`src/rtl/seq_match_sched.sv`:
```
// seq_match_sched: one 4-state symbol-sequence detector shared by NCH
// requesters. Round-robin arbitration picks at most one symbol per cycle.
// The granted channel's saved detector state is advanced and written back.
// Entering (or staying in) S3 counts as a match event, which drives a
// registered hit pulse and a saturating per-channel counter.
module seq_match_sched #(
  parameter int NCH   = 4,
  parameter int CNT_W = 8,
  parameter int CW    = $clog2(NCH)
) (
  input  logic                 clk,
  input  logic                 rst_n,
  input  logic                 clr,
  input  logic [NCH-1:0]       req_valid,
  input  logic [2*NCH-1:0]     req_num,
  output logic [NCH-1:0]       req_ready,
  output logic                 hit,
  output logic [CW-1:0]        hit_ch,
  output logic [NCH-1:0]       match,
  input  logic [CW-1:0]        rd_ch,
  output logic [CNT_W-1:0]     rd_cnt
);

  localparam logic [1:0] S0 = 2'b00;
  localparam logic [1:0] S1 = 2'b01;
  localparam logic [1:0] S2 = 2'b10;
  localparam logic [1:0] S3 = 2'b11;

  // Per-channel saved context and match counters
  logic [1:0]       state_reg [NCH];
  logic [CNT_W-1:0] cnt_reg   [NCH];

  logic [CW-1:0]    ptr_reg;
  logic             hit_reg;
  logic [CW-1:0]    hit_ch_reg;

  logic [NCH-1:0]   grant;
  logic [CW-1:0]    gidx;
  logic             xfer;
  logic [1:0]       cur_state;
  logic [1:0]       sym;
  logic [1:0]       state_next;
  logic             match_ev;

  // Round-robin search starting at ptr; clr suppresses every grant so the
  // clearing cycle never carries a transfer. Only valid channels can win,
  // so a grant always implies a transfer.
  always_comb begin
    grant = '0;
    gidx  = '0;
    xfer  = 1'b0;
    if (!clr) begin
      for (int k = 0; k < NCH; k++) begin
        if (!xfer && req_valid[CW'(ptr_reg + CW'(k))]) begin
          xfer = 1'b1;
          gidx = CW'(ptr_reg + CW'(k));
        end
      end
      if (xfer) grant[gidx] = 1'b1;
    end
  end

  assign req_ready = grant;

  // Shared detector next-state function applied to the granted channel only
  always_comb begin
    cur_state  = state_reg[gidx];
    sym        = req_num[{gidx, 1'b0} +: 2];
    state_next = S0;
    case (sym)
      2'b00: state_next = S0;
      2'b01: state_next = S1;
      2'b10: state_next = (cur_state == S1 || cur_state == S2) ? S2 : S0;
      2'b11: state_next = (cur_state == S2 || cur_state == S3) ? S3 : S0;
      default: state_next = S0;
    endcase
    match_ev = xfer && (state_next == S3);
  end

  // Per-channel context and counter registers; only the granted lane updates
  genvar gi;
  generate
    for (gi = 0; gi < NCH; gi++) begin : g_ch
      logic upd;
      assign upd = xfer && (gidx == CW'(gi));

      // Detector state write-back and saturating match count
      always_ff @(posedge clk or negedge rst_n) begin
        if (!rst_n) begin
          state_reg[gi] <= S0;
          cnt_reg[gi]   <= '0;
        end else if (clr) begin
          state_reg[gi] <= S0;
          cnt_reg[gi]   <= '0;
        end else if (upd) begin
          state_reg[gi] <= state_next;
          if (match_ev && (cnt_reg[gi] != {CNT_W{1'b1}}))
            cnt_reg[gi] <= cnt_reg[gi] + 1'b1;
        end
      end

      assign match[gi] = (state_reg[gi] == S3);
    end
  endgenerate

  // Arbitration pointer and registered hit reporting
  always_ff @(posedge clk or negedge rst_n) begin
    if (!rst_n) begin
      ptr_reg    <= '0;
      hit_reg    <= 1'b0;
      hit_ch_reg <= '0;
    end else if (clr) begin
      ptr_reg    <= '0;
      hit_reg    <= 1'b0;
    end else begin
      hit_reg <= match_ev;
      if (match_ev) hit_ch_reg <= gidx;
      if (xfer)     ptr_reg    <= CW'(gidx + 1'b1);
    end
  end

  assign hit    = hit_reg;
  assign hit_ch = hit_ch_reg;
  assign rd_cnt = cnt_reg[rd_ch];

endmodule

```
`config.mk`:
```
export PLATFORM = sky130hd
export DESIGN_NAME = seq_match_sched
export DESIGN_NICKNAME = d
export VERILOG_FILES = /design/src/rtl/seq_match_sched.sv
export SDC_FILE = /design/constraint.sdc
export NUM_CORES = 1
export LEC_CHECK = 0
export ABC_AREA = 0
export CORE_UTILIZATION = 60
export CTS_CLUSTER_DIAMETER = 60
export DETAILED_ROUTE_END_ITERATION = 12
export PLACE_DENSITY = 0.9
export SKIP_CTS_REPAIR_TIMING = 1
export SYNTH_ARGS = -nofsm -noshare
export SYNTH_HDL_FRONTEND = slang
export SYNTH_SLANG_ARGS = --single-unit
```
`constraint.sdc`:
```
create_clock -name clk -period 7.5 [get_ports clk]
set_clock_uncertainty 0.2 [all_clocks]
set_input_delay 0.75 -clock clk [delete_from_list [all_inputs] [get_ports clk]]
set_output_delay 0.75 -clock clk [all_outputs]
set_load 0.005 [all_outputs]
```
==> run metrics <==
Ports=36; initial antenna violation count=0; actual slew at the worst max-slew pin=993 ps; clock buffer depth=2; hold path cells=2; Leakage=1.41 nW; Max Cap Violations=0; placed cells=393; final hold viol count=0; Max Slew Vio Count=0; Synth top area share=38.8%; Die Footprint=5120 um^2; most area-consuming cells after synthesis=dfrtp_1, mux4_2, nand2_1; total CTS buffers=5; Layout fillers=316; syn avg cell area=9.04 um^2; M1 WL=3090 um; total negative slack=0 ps; kind of critical path=input pin to flop; grt total ovfl=0; Hold Crit Start=hit_ch[0]; Pre-antenna DRT Iters=5; peak supply drop=0.137 mV; die width=71.5 um; metal3 WL=653 um; max_slew headroom=33.8%; initial cell density of the core=64.4%; WP data required=7480 ps; Final ANT Viol Nets=0; DR vias=2721; Root Driver=clkbuf_8; register area=1130 um^2; Arr. time, crit path=4780 ps; #FFs+latches synth=45; Final nets=373; EDFF count, synth=0; asr flop ratio synth=100%; Pwr Density=152 nW/um^2; gp weighted congestion=0.868; top sig layer=met4; Die Span Y=71.5 um; Syn Std Cell Area=2900 um^2; met2 WL=3340 um; Reg2Reg Depth=15; top_reg_cell synth=dfrtp_1; area of the multi-input gates=1660 um^2; worst r2r src=ptr_reg[1]; setup repair after global routing missed its margin=false; worst hold slack=298 ps; Worst Hold Class=flop to flop; core area=4500 um^2; vias per inst=6.80; worst slack, placed=2520 ps; CTS tree=built; Reg-to-Reg End=cnt_reg[1]; Finished Layout Cells=400; cell count after synthesis=321; status=complete, no violations; # DRC=0; worst skew pair latency=300 ps; yosys warns=0; post-detail-place hpwl=5320 um; syn nets=346; top cells by count, synth=dfrtp_1, nand2_1, a21oi_1, nand3_1, nor2_1; crit path max fanout=20; gr usage total=31.1%; synthesis-to-layout area growth=15.1%; antenna cells=0; synth unique cells=52; Port Buffers=35; Final period util=64.0%; CTS clock-pin slew for the worst setup and hold paths=70 ps; min cycle time layout=4800 ps; Max Clock Freq=0.208 GHz; most common cell in the netlist=dfrtp_1; WL/cell=18.0 um; final WL=7220 um; number of global-route vias before repair=2575; num rows=24; CTS H-tree depth=2; drt first-iter violations=285; largest net degree at the start of global routing=46; WHS Endpoint=hit_ch[0]; Worst Setup Slack, final=2700 ps; FF-to-FF setup slack=3220 ps; CP Capture Type=flop; first-pass GRT wire length=12300 um; Seq/Total Area, Yosys=38.8%; crit path launch type=input pin; max reg flops=32; Sink Count=45; Final setup viols=0; area leader, netlist=dfrtp_1; layout cells sized above 1=7.47%
## cell usage in the layout, fill, tap and decap left out, types with 5 or more instances in the layout
cell type / netlist / layout
o21ai_0: 15 / 15
nor4_1: 5 / 5
nand2_1: 43 / 43
nor2_1: 20 / 20
a21o_1: 5 / 5
clkbuf_8: 0 / 6
and3_1: 10 / 10
o31ai_1: 7 / 7
nand4_1: 7 / 7
inv_1: 12 / 12
mux2_2: 6 / 6
ha_1: 8 / 8
mux4_2: 8 / 8
a21oi_1: 22 / 22
dfrtp_1: 45 / 45
nand3_1: 22 / 22
clkdlybuf4s50_1: 0 / 34
mux2i_1: 10 / 10
or4_1: 8 / 8
## metrics by stage
stage	instance area (um^2)	power [mW]	util (%)
floorplan	2900	0.320	-
global placement	3250	0.360	72.2
detailed placement	3250	0.360	72.2
finish	3340	0.508	74.1
global route	3340	0.532	74.1
CTS	3340	0.510	74.1
## worst max-delay path by stage
stage	startpoint	end	slack, ps
2_1_floorplan	req_valid[3]	cnt_reg[1]	3630
3_3_place_gp	clr	cnt_reg[1]	2630
3_5_place_dp	req_valid[1]	cnt_reg[1]	2520
4_1_cts	req_valid[1]	cnt_reg[1]	2770
5_1_grt	req_valid[1]	cnt_reg[1]	2280
6_report	req_valid[1]	cnt_reg[1]	2700
## logic make-up (layout without fill, tap and decap cells)
kind of cell               count (synthesis)  in the layout  synth area share (%)
adders and majority gates                  8              8                  3.45
xor gates and xnor gates                   3              3                 0.906
and+or+nand+nor                          134            134                  22.9
AOI/OAI and AO/OA                         78             78                  18.0
buffers and inverters                     29             56                  3.97
muxes                                     24             24                  12.0
DFF                                       45             45                  38.8
## routing by layer
| layer | track usage, % | vias up |
|---|---|---|
| li1 | - | 1255 |
| met2 | 47.1 | 130 |
| met5 | 0 | - |
| met3 | 8.16 | 15 |
| met4 | 11.5 | 0 |
| met1 | 43.4 | 1321 |
## where the power goes
part	internal [mW]	total, mW	switching (mW)
clock network	0.0731	0.150	0.0765
registers	0.250	0.256	0.00654
logic	0.0414	0.102	0.0603
total	0.364	0.508	0.143
## layout make-up
cell class / instances / area share, %
well taps: 52 / 1.95
clock buffers: 7 / 2.59
flip-flops and latches: 45 / 33.7
multi-input cells: 247 / 49.7
repair buffers: 36 / 10.6
inverters: 13 / 1.46
## critical path, cell delays in order
cell and delay [ps]:
clkdlybuf4s50_1 510, nor4_1 530, nor2_1 170, nand2_1 220
clkinv_1 270, mux2i_1 240, nand2_1 70, nand2_1 80
inv_1 50, ha_1 220, o21ai_0 470, a21o_1 480
inv_1 220, nand2_1 160, mux2_2 340
Note: power is estimated with default switching activity, not from simulation.
